[src/rtl/uart_pkg.sv]
// Shared constants and types for the ASCII line receiver.
// The serial bit FSM and the line parser both import this package.
package uart_pkg;

  localparam logic [7:0] CHAR_0  = 8'h30;
  localparam logic [7:0] CHAR_9  = 8'h39;
  localparam logic [7:0] CHAR_CR = 8'h0D;
  localparam logic [7:0] CHAR_LF = 8'h0A;

  typedef enum logic [1:0] {
    BIT_IDLE,
    BIT_START,
    BIT_DATA,
    BIT_STOP
  } bit_state_t;

  typedef enum logic [1:0] {
    LINE_IDLE,
    LINE_DIGITS,
    LINE_DISCARD
  } line_state_t;

  function automatic int clks_per_bit(input int clk_freq, input int baud);
    return clk_freq / baud;
  endfunction

endpackage

[src/rtl/uart_rx_byte.sv]
// 8N1 byte receiver: rx synchroniser, baud down-counter and bit FSM.
// state     | meaning
// BIT_IDLE  | waiting for a falling edge on synced rx
// BIT_START | timing to mid start bit, rejects glitches
// BIT_DATA  | sampling 8 data bits, LSB first
// BIT_STOP  | sampling the stop bit
module uart_rx_byte
  import uart_pkg::*;
#(
  parameter int CLK_FREQ = 50000000,
  parameter int BAUD     = 115200
) (
  input  logic       clk,
  input  logic       rst_n,
  input  logic       i_rx,
  output logic [7:0] o_byte_data,
  output logic       o_byte_valid,
  output logic       o_frame_err,
  output logic       o_busy
);

  localparam int CPB  = clks_per_bit(CLK_FREQ, BAUD);
  localparam int CW   = $clog2(CPB + 1);
  localparam int HALF = CPB / 2 - 1;
  localparam int FULL = CPB - 1;

  bit_state_t r_state, w_state_nxt;
  logic          r_sync1, r_sync2, r_rx_prev;
  logic [CW-1:0] r_tmr;
  logic [2:0]    r_bit_idx;
  logic [7:0]    r_shift;
  logic          r_byte_valid, r_frame_err;
  logic          w_tc, w_fall, w_valid_nxt, w_ferr_nxt;

  assign w_tc   = (r_tmr == '0);
  assign w_fall = r_rx_prev & ~r_sync2;

  always_ff @(posedge clk or negedge rst_n) begin
    if (!rst_n) begin
      r_sync1   <= 1'b1;
      r_sync2   <= 1'b1;
      r_rx_prev <= 1'b1;
    end else begin
      r_sync1   <= i_rx;
      r_sync2   <= r_sync1;
      r_rx_prev <= r_sync2;
    end
  end

  always_ff @(posedge clk or negedge rst_n) begin
    if (!rst_n) r_state <= BIT_IDLE;
    else        r_state <= w_state_nxt;
  end

  always_comb begin
    w_state_nxt = r_state;
    case (r_state)
      BIT_IDLE:  if (w_fall) w_state_nxt = BIT_START;
      BIT_START: if (w_tc) w_state_nxt = r_sync2 ? BIT_IDLE : BIT_DATA;
      BIT_DATA:  if (w_tc && r_bit_idx == 3'd7) w_state_nxt = BIT_STOP;
      BIT_STOP:  if (w_tc) w_state_nxt = BIT_IDLE;
      default:   w_state_nxt = BIT_IDLE;
    endcase
  end

  always_comb begin
    w_valid_nxt = (r_state == BIT_STOP) && w_tc && r_sync2;
    w_ferr_nxt  = (r_state == BIT_STOP) && w_tc && !r_sync2;
  end

  always_ff @(posedge clk or negedge rst_n) begin
    if (!rst_n) begin
      r_tmr     <= '0;
      r_bit_idx <= '0;
      r_shift   <= '0;
    end else begin
      case (r_state)
        BIT_IDLE: begin
          if (w_fall) begin
            r_tmr     <= CW'(HALF);
            r_bit_idx <= '0;
          end
        end
        BIT_START: r_tmr <= w_tc ? CW'(FULL) : r_tmr - CW'(1);
        BIT_DATA: begin
          if (w_tc) begin
            r_shift   <= {r_sync2, r_shift[7:1]};
            r_bit_idx <= r_bit_idx + 3'd1;
            r_tmr     <= CW'(FULL);
          end else begin
            r_tmr <= r_tmr - CW'(1);
          end
        end
        BIT_STOP: if (!w_tc) r_tmr <= r_tmr - CW'(1);
        default:  r_tmr <= '0;
      endcase
    end
  end

  always_ff @(posedge clk or negedge rst_n) begin
    if (!rst_n) begin
      r_byte_valid <= 1'b0;
      r_frame_err  <= 1'b0;
    end else begin
      r_byte_valid <= w_valid_nxt;
      r_frame_err  <= w_ferr_nxt;
    end
  end

  assign o_byte_data  = r_shift;
  assign o_byte_valid = r_byte_valid;
  assign o_frame_err  = r_frame_err;
  assign o_busy       = (r_state != BIT_IDLE);

endmodule

[src/rtl/uart_ascii_rx.sv]
// ASCII decimal line parser: turns CR/LF terminated digit lines into
// 16-bit FIFO writes, with one-cycle error pulses for rejected lines.
// state        | meaning
// LINE_IDLE    | no digits seen since the last terminator
// LINE_DIGITS  | accumulating a valid decimal value
// LINE_DISCARD | line rejected, skipping to the next terminator
module uart_ascii_rx
  import uart_pkg::*;
#(
  parameter int CLK_FREQ   = 50000000,
  parameter int BAUD       = 115200,
  parameter int MAX_DIGITS = 5
) (
  input  logic        clk,
  input  logic        rst_n,
  input  logic        i_rx,
  input  logic        i_wr_full,
  output logic        o_wr_en,
  output logic [15:0] o_wr_data,
  output logic        o_frame_err,
  output logic        o_fmt_err,
  output logic        o_drop_err,
  output logic        o_busy
);

  localparam int CNT_W = $clog2(MAX_DIGITS + 2);

  logic [7:0] w_byte_data;
  logic       w_byte_valid, w_frame_err, w_rx_busy;

  uart_rx_byte #(
    .CLK_FREQ(CLK_FREQ),
    .BAUD    (BAUD)
  ) u_rx_byte (
    .clk         (clk),
    .rst_n       (rst_n),
    .i_rx        (i_rx),
    .o_byte_data (w_byte_data),
    .o_byte_valid(w_byte_valid),
    .o_frame_err (w_frame_err),
    .o_busy      (w_rx_busy)
  );

  line_state_t r_state, w_state_nxt;
  logic [16:0]      r_acc, w_acc_nxt;
  logic [CNT_W-1:0] r_cnt, w_cnt_nxt;
  logic [19:0]      w_acc_mul;
  logic             w_is_digit, w_is_term, w_digit_bad;
  logic             w_wr_en_nxt, w_fmt_nxt, w_drop_nxt;
  logic             r_wr_en, r_fmt_err, r_drop_err, r_frame_err;
  logic [15:0]      r_wr_data;

  assign w_is_digit  = (w_byte_data >= CHAR_0) && (w_byte_data <= CHAR_9);
  assign w_is_term   = (w_byte_data == CHAR_CR) || (w_byte_data == CHAR_LF);
  assign w_acc_mul   = {3'b000, r_acc} * 20'd10 + {16'd0, w_byte_data[3:0]};
  assign w_digit_bad = (w_acc_mul > 20'd65535) || (r_cnt >= CNT_W'(MAX_DIGITS));

  always_ff @(posedge clk or negedge rst_n) begin
    if (!rst_n) begin
      r_state <= LINE_IDLE;
      r_acc   <= '0;
      r_cnt   <= '0;
    end else begin
      r_state <= w_state_nxt;
      r_acc   <= w_acc_nxt;
      r_cnt   <= w_cnt_nxt;
    end
  end

  // A byte with a bad stop bit poisons the current line even before any digit.
  always_comb begin
    w_state_nxt = r_state;
    w_acc_nxt   = r_acc;
    w_cnt_nxt   = r_cnt;
    if (w_frame_err) begin
      w_state_nxt = LINE_DISCARD;
    end else if (w_byte_valid) begin
      if (w_is_term) begin
        w_state_nxt = LINE_IDLE;
        w_acc_nxt   = '0;
        w_cnt_nxt   = '0;
      end else if (r_state != LINE_DISCARD) begin
        if (w_is_digit && !w_digit_bad) begin
          w_state_nxt = LINE_DIGITS;
          w_acc_nxt   = w_acc_mul[16:0];
          w_cnt_nxt   = r_cnt + CNT_W'(1);
        end else begin
          w_state_nxt = LINE_DISCARD;
        end
      end
    end
  end

  always_comb begin
    w_wr_en_nxt = 1'b0;
    w_drop_nxt  = 1'b0;
    w_fmt_nxt   = 1'b0;
    if (w_byte_valid && !w_frame_err) begin
      if (w_is_term) begin
        w_wr_en_nxt = (r_state == LINE_DIGITS) && !i_wr_full;
        w_drop_nxt  = (r_state == LINE_DIGITS) && i_wr_full;
      end else if (r_state != LINE_DISCARD) begin
        w_fmt_nxt = !w_is_digit || w_digit_bad;
      end
    end
  end

  always_ff @(posedge clk or negedge rst_n) begin
    if (!rst_n) begin
      r_wr_en     <= 1'b0;
      r_wr_data   <= '0;
      r_fmt_err   <= 1'b0;
      r_drop_err  <= 1'b0;
      r_frame_err <= 1'b0;
    end else begin
      r_wr_en     <= w_wr_en_nxt;
      r_fmt_err   <= w_fmt_nxt;
      r_drop_err  <= w_drop_nxt;
      r_frame_err <= w_frame_err;
      if (w_wr_en_nxt) r_wr_data <= r_acc[15:0];
    end
  end

  assign o_wr_en     = r_wr_en;
  assign o_wr_data   = r_wr_data;
  assign o_fmt_err   = r_fmt_err;
  assign o_drop_err  = r_drop_err;
  assign o_frame_err = r_frame_err;
  // byte_valid bridges the cycle between the bit FSM idling and the line FSM moving
  assign o_busy      = w_rx_busy | w_byte_valid | w_frame_err | (r_state != LINE_IDLE);

endmodule

[config.mk]
export PLATFORM = sky130hd
export DESIGN_NAME = uart_ascii_rx
export DESIGN_NICKNAME = d
export VERILOG_FILES = /design/src/rtl/uart_pkg.sv /design/src/rtl/uart_rx_byte.sv /design/src/rtl/uart_ascii_rx.sv
export SDC_FILE = /design/constraint.sdc
export NUM_CORES = 1
export LEC_CHECK = 0
export CORE_MARGIN = 2
export CORE_UTILIZATION = 50
export DETAILED_ROUTE_END_ITERATION = 10
export PLACE_DENSITY_LB_ADDON = 0.08
export SKIP_LAST_GASP = 1
export SYNTH_ARGS = -nofsm -noshare
export SYNTH_HDL_FRONTEND = slang
export SYNTH_HIERARCHICAL = 1
export SYNTH_SLANG_ARGS = --single-unit
[constraint.sdc]
create_clock -name clk -period 10.2 [get_ports clk]
set_input_delay 1.53 -clock clk [delete_from_list [all_inputs] [get_ports clk]]
set_output_delay 1.53 -clock clk [all_outputs]
set_load 0.005 [all_outputs]
==> results by group, run 1 <==
Outcome
  – Outcome: completed

Power
  – Internal power: roughly 0.51 mW
  – Pwr per Cell Area: around 150 mW/mm²
  – Sequential Power Share: between 40 and 50%
  – LEAKAGE: between 2 and 2.5 nW
  – Clock Power Share: ~30%
  – Psw: roughly 0.27 mW
  – Worst VDD drop: about 0.14 mV
  – Total power: slightly below 0.8 mW
  – Combinational share of power: between 20 and 30%
  – Switch share: approximately 34%

Clock network
  – Num CTS Buffers: 9
  – TritonCTS clock tree: done
  – Max Root-Sink Buffers: 2
  – Postcts setup bufs: 0
  – Cts-stage hold buffer count: 0
  – Clock Sinks: 69
  – Clk_lat worst skew: ~340 ps
  – CTS Root Cell: clkbuf_8
  – H-Tree Depth: 3
  – Worst-path clk slew: around 80 ps
  – Post-cts resize count: 0

Run
  – Max_cap viols: 0

Route
  – WL final: between 9 and 10 mm
  – Vias: 3,531
  – Drt wl/cell: 16.3 µm
  – Drt via density: just under 6
  – Final ANT Viol Nets: 0
  – Drt pass-1 iters: 4
  – Iteration-0 DRC Markers: roughly 120
  – # DRC: 0

STA
  – Post-Route Skew: 12.0 ps
  – Final setup vio count: 0
  – Final worst-path cycle share: between 30% and 40%
  – Slew of the pin with the lowest slew margin: between 800 and 900 ps
  – RSZ-0062 raised after global routing: no
  – Fmax: roughly 250 MHz
  – Setup_tns: 0 ps
  – Final Hold Vio Count: 0
  – Minimum clock period: around 4000 ps
  – Slew headroom: about two fifths
  – Final count of pins violating max slew: 0

Place
  – Hpwl dp: around 7.0 mm
  – Placer Congestion: about 0.81
  – PortBufs: 24

Worst setup path
  – CP arrival: between 4000 and 5000 ps
  – Crit. End Element: register
  – Worst path slowest cell: dfrtp_1
  – CP Max Fanout: 40
  – Required @ worst endpoint: between 10,000 and 15,000 ps
  – CP peak stage delay: between 400 and 500 ps
  – Startpoint type of the worst setup path: register
  – Crit path cell chain: ha_1 > ha_1 > fa_1 > a21o_1 > a221oi_4 > a2bb2oi_2 > mux2i_1 > a211oi_1 > nor4_1 > o221ai_2 > buf_4 > a21oi_1 > mux2i_1
  – Crit path kind: register to register

Logic synthesis
  – Async S/R FF share, synth: 100%
  – Synth Area in Simple Gates: approximately 17%
  – Synthesized area per cell: 9.93 µm²
  – Xor/xnor share of the synthesized area: around 3.7%
  – Netlist Area Pre-Place: 0.00456 mm²
  – Seq cells post-synth: about 70
  – Synth Net Count: just over 500
  – Number of flops mapped to enable cells by yosys: 0
  – Post-synth top flop: dfrtp_1
  – Mux cell area share after synthesis: 6.84%
  – Largest family of logic cells by synthesized area: compound AO/OA/AOI/OAI gates
  – Yosys top cell by area: dfrtp_1
  – Post-Syn Instances: 459
  – Synth Area in Adders: about an eighth
  – Part of the Yosys area used for sequential elements: 38.0%
  – Yosys warns: 6
  – Yosys cell types: approximately 70
  – Post-synth top area share: about 36%
  – Synth Area in Compound Gates: a little under a fifth
  – Synth area leaders: dfrtp_1 36%, ha_1 12%, mux2_2 6.2%

Die
  – IO Count: 25
  – Full die area: around 0.0099 mm²
  – Chip height: between 90 and 100 µm
  – Initial core utilization: roughly half
  – Die X: between 90 and 100 µm
  – Core Footprint: approximately 0.0088 mm²
  – # rows: 34

Min path
  – Worst Hold Class: register to register

Global route
  – Gr ovfl total: 0
  – First-pass GRT wire length: between 15 and 20 mm
  – Initial antenna violation count: 0
  – Largest net degree at the start of global routing: 70
  – Total GRT Usage: between 20% and 30%
  – Number of global-route vias before repair: between 3,000 and 4,000

Finish
  – Most common cell after layout, fill and taps aside: dfrtp_1
  – Fill cell count: 772
  – Final core occ: a little under 60%
  – Commonest non-fill, non-tap cells in the layout: 66 x dfrtp_1, 44 x ha_1, 37 x nand2_1
  – Nets: 531
  – Multi-input gate area: 0.00269 mm²
  – Register Area: between 0.0015 and 0.002 mm²
  – Antenna cell count: 0
  – Area grow syn2layout: 11.2%
  – Ratio of cells with drive above 1 in the final layout: between 10% and 20%
[Yosys cell counts, types with 4 or more instances]
cell / instances
nand2_1: 37
a21o_1: 10
and4_1: 4
a211oi_1: 5
xnor2_1: 12
a31oi_1: 5
clkbuf_1: 7
buf_2: 4
inv_1: 15
a21oi_1: 28
o21ai_0: 17
nor2_1: 23
ha_1: 44
a22o_1: 6
nor3_1: 13
xor2_1: 7
o21ai_1: 18
nand3_1: 30
mux2_2: 25
nor4_1: 5
dfrtp_1: 66
and3_1: 6
[routing by layer]
metal	GRT usage [%]	vias to the layer above	share of wire [%]
li1	-	1753	-
met1	28.9	1709	49
met2	33.7	53	48
met3	2.60	16	2.1
met4	7.59	0	1.7
met5	0	-	0
[path summary, 6_finish.rpt]
kind	startpoint	endpoint	slack (ps)	cells after the start
setup reg to reg	r_acc[1]$_DFFE_PN0P_	r_cnt[2]$_DFFE_PN0P_	6220	13
hold / removal	u_rx_byte/r_sync1$_DFF_PN1_	u_rx_byte/r_sync2$_DFF_PN1_	360	0
setup / recovery	r_acc[1]$_DFFE_PN0P_	r_cnt[2]$_DFFE_PN0P_	6220	13
max in group asynchronous	rst_n	u_rx_byte/r_tmr[5]$_DFFE_PN0P_	8250	2
hold reg to reg	u_rx_byte/r_sync1$_DFF_PN1_	u_rx_byte/r_sync2$_DFF_PN1_	360	0
min in group asynchronous	rst_n	o_wr_data[9]$_DFFE_PN0P_	1380	2
[cell type report]
cell class,instances,area share [%]
repair buffers,27,5.09
flip-flops and latches,69,34.1
clock buffers,11,2.79
inverters,15,1.11
clock inverters,5,1.16
well taps,108,2.67
multi-input cells,359,53.0
[worst max-delay path, delay by kind of cell (launching register included)]
kind	cells	cell delay [ps]
AO/OA/AOI/OAI	6	1330
adder cells (fa/ha/maj)	3	960
flip-flops	1	450
AND/OR/NAND/NOR	1	430
multiplexers	2	400
buffers and inverters	1	270
[sequential cells by signal, indices dropped and copies added (netlist names), named ones only]
| signal | cells |
|---|---|
| r_acc | 17 |
| u_rx_byte/r_state | 1 |
| u_rx_byte/o_byte_data | 8 |
| o_drop_err | 1 |
| o_wr_en | 1 |
| u_rx_byte/o_byte_valid | 1 |
| o_frame_err | 1 |
| u_rx_byte/r_rx_prev | 1 |
| u_rx_byte/r_tmr | 9 |
| r_state | 2 |
| u_rx_byte/o_frame_err | 1 |
| o_wr_data | 16 |
| u_rx_byte/r_bit_idx | 3 |
| u_rx_byte/r_sync1 | 1 |
| r_cnt | 3 |
| o_fmt_err | 1 |
| u_rx_byte/r_sync2 | 1 |
[through the flow]
step	cells	instance area (µm²)	hold slack (ps)	setup WS [ps]
after floorplan	459	4560	345	6700
after global placement	578	4870	346	6390
after detailed placement	578	4870	354	6240
after CTS	594	5070	365	6220
after global routing	594	5070	369	5940
final	594	5070	362	6220
[power by group through the flow]
| stage | Combinational, mW | Sequential [mW] | Clock [mW] |
|---|---|---|---|
| floorplan | 0.171 | 0.328 | 0 |
| global placement | 0.215 | 0.334 | 0 |
| detailed placement | 0.216 | 0.335 | 0 |
| CTS | 0.218 | 0.330 | 0.234 |
| global route | 0.246 | 0.335 | 0.246 |
| finish | 0.218 | 0.330 | 0.229 |
[cell families after synthesis]
family	Yosys count
flip-flops	69
multiplexers	28
adder cells (fa/ha/maj)	46
AO/OA/AOI/OAI	120
XOR/XNOR	19
buffers and inverters	31
AND/OR/NAND/NOR	146
Power figures use the tool's default switching activity.
==> run 2: changes to the inputs <==
- clock period: 10.2 -> 3.9 ns (I/O delays scaled with it)
==> run 2 against run 1 <==
Global-route usage rose by 0.058 points; power increased to 2.7 times the previous value; combinational power grew to 2.7 times the previous value; highest routed layer unchanged.
==> results by group, run 2 (synthesis results as in run 1) <==
Finish
  – Fill cell count: 809 (+4.8%)
  – Most common cell after layout, fill and taps aside: dfrtp_1
  – Multi-input gate area: 0.00271 mm² (+0.79%)
  – Reg with most FFs: r_acc
  – Max FFs per register: 17 (unchanged)
  – Ratio of cells with drive above 1 in the final layout: 15.8% (+2.6 points)
  – Nets: 540 (+1.7%)
  – Register Area: 0.00173 mm² (unchanged)
  – Design Area, Final: 0.00516 mm² (+1.9%)
  – Area grow syn2layout: 13.3%
  – Antenna cell count: 0 (unchanged)
  – Final Instance Count excl. Fillers: 603 (+1.5%)
  – Commonest non-fill, non-tap cells in the layout: 66 x dfrtp_1, 44 x ha_1, 37 x nand2_1

STA
  – Slew headroom: 52.0% (+10 points)
  – Final Hold Vio Count: 0 (unchanged)
  – Fmax: 272 MHz (+8.1%)
  – Final setup vio count: 0 (unchanged)
  – Final worst-path cycle share: 94.4% (+55 points)
  – Post-Route Skew: 10.5 ps (-1.48 ps)
  – Slew of the pin with the lowest slew margin: 713 ps (-160 ps)
  – Minimum clock period: 3680 ps (-297 ps)
  – Final count of pins violating max slew: 0 (unchanged)

Route
  – Drt wl/cell: 16.6 µm (+1.9%)
  – Iteration-0 DRC Markers: 149 (+25%)
  – Drt via density: 5.94 (about the same)
  – Drt pass-1 iters: 5 (+1)
  – # DRC: 0 (unchanged)
  – WL final: 10.0 mm (+3.4%)
  – Final ANT Viol Nets: 0 (unchanged)
  – Vias: 3,582 (+1.4%)

Worst setup path
  – Crit. End Element: register
  – Worst path slowest cell: dfrtp_1
  – Crit path kind: register to register
  – CP Max Fanout: 19 (-53%)
  – Required @ worst endpoint: 4130 ps (-6300 ps)
  – CP arrival: 3910 ps (-290 ps)
  – CP peak stage delay: 450 ps (about the same)
  – Startpoint type of the worst setup path: register
  – Crit path cell chain: ha_1 > ha_1 > fa_1 > a21o_1 > a21oi_1 > xnor2_1 > nand3_1 > a211oi_2 > and4_1 > o221ai_2 > buf_6 > a21oi_1 > mux2i_1

Place
  – Placer Congestion: 0.851 (+4.4%)
  – PortBufs: 24 (unchanged)
  – Area after DPL: 0.00491 mm² (+0.93%)
  – Placed cell count: 584 (+1.0%)
  – Hpwl dp: 7.32 mm (+4.8%)

Clock network
  – Worst-path clk slew: 90 ps (about the same)
  – CTS Root Cell: clkbuf_8
  – Clk_lat worst skew: 350 ps (about the same)
  – Clock Sinks: 69 (unchanged)
  – H-Tree Depth: 3 (unchanged)
  – Max Root-Sink Buffers: 2 (unchanged)
  – Cts-stage hold buffer count: 0 (unchanged)
  – TritonCTS clock tree: done
  – Num CTS Buffers: 9 (unchanged)

Die
  – Chip height: 99.5 µm (unchanged)
  – Initial core utilization: 52.0% (unchanged)
  – # rows: 34 (unchanged)
  – Die X: 99.5 µm (unchanged)
  – Full die area: 0.00989 mm² (unchanged)
  – IO Count: 25 (unchanged)
  – Core Footprint: 0.00876 mm² (unchanged)

Global route
  – Largest net degree at the start of global routing: 42 (-40%)
  – Gr ovfl total: 0 (unchanged)
  – Met2 Track Usage GR: 34.3% (+0.52 points)
  – Number of global-route vias before repair: 3,415 (-2.9%)
  – Initial antenna violation count: 0 (unchanged)
  – M1 GR Usage: 29.2% (+0.30 points)
  – Most Used Layer, Global Route: met2
  – Total GRT Usage: 20.9% (+0.058 points)
  – Met3 GRT Util: 2.39% (-0.21 points)
  – First-pass GRT wire length: 16.6 mm (-0.70%)

Run
  – Max_cap viols: 0 (unchanged)

Outcome
  – Outcome: completed

Power
  – LEAKAGE: 2.44 nW (+1.9%)
  – Pwr per Cell Area: 399 mW/mm² (+160%)
  – Worst VDD drop: 0.316 mV (+130%)

Min path
  – Worst Hold Class: input port to asynchronous set/reset pin
==> run 2: power breakdown <==
part	switching (mW)	leakage, nW	total [mW]	internal, mW
clock network	0.307	0.0973	0.611	0.304
logic	0.347	1.41	0.588	0.241
registers	0.0849	0.936	0.862	0.778
==> run 2: final cells by class <==
type / instances / share of cell area [%]
tap: 108 / 2.62
inverter: 15 / 1.09
sequential: 69 / 33.5
multi-input combinational: 359 / 52.5
clock buffer: 9 / 2.40
clock inverter: 7 / 1.55
timing repair buffer: 36 / 6.37
==> run 2: final timing paths <==
path	from	end	slack, ps	cells past startpoint
max	r_acc[1]$_DFFE_PN0P_	r_cnt[2]$_DFFE_PN0P_	220	13
min	rst_n	u_rx_byte/o_byte_data[4]$_DFFE_PN0P_	240	1
max reg2reg	r_acc[1]$_DFFE_PN0P_	r_cnt[2]$_DFFE_PN0P_	220	13
min reg2reg	u_rx_byte/r_sync1$_DFF_PN1_	u_rx_byte/r_sync2$_DFF_PN1_	360	0
max in group asynchronous	rst_n	u_rx_byte/r_sync2$_DFF_PN1_	2690	2
min in group clk	u_rx_byte/r_sync1$_DFF_PN1_	u_rx_byte/r_sync2$_DFF_PN1_	360	0
==> run 2: worst max-delay path, delay by kind of cell, from the launching register on <==
family	cells	cell delay, ps
AOI/OAI and AO/OA	5	1050
adders and majority gates	3	970
and+or+nand+nor	2	560
DFF	1	450
xor gates and xnor gates	1	240
buffers and inverters	1	200
muxes	1	80
==> run 2: repair_timing <==
item                       in CTS  in global routing
buffers inserted                0                  3
resized for setup               0                  5
setup endpoints to repair       0                 21
==> run 2: per-stage QoR <==
stage | setup WS, ps | power (mW) | util (%) | TNS [ps] | hold WS, ps
floorplan | 404 | 1.30 | - | 0 | 289
global placement | 212 | 1.44 | 56.1 | 0 | 347
detailed placement | 86.0 | 1.45 | 56.1 | 0 | 350
CTS | 57.6 | 2.07 | 58.4 | 0 | 250
global route | -2.35 | 2.19 | 58.9 | -2.35 | 276
finish | 220 | 2.06 | 58.9 | 0 | 240
==> run 2: metal layers <==
layer  wire [µm]  part of all wire (%)
met1        4910                    49
met2        4740                    47
met3         221                   2.2
met4         142                   1.4
met5           0                     0
==> run 3: changes to the inputs <==
- CTS_CLUSTER_DIAMETER: not set -> 200
==> results of run 3 <==
No change in the layout: final DEF, timing and power equal those of run 2.
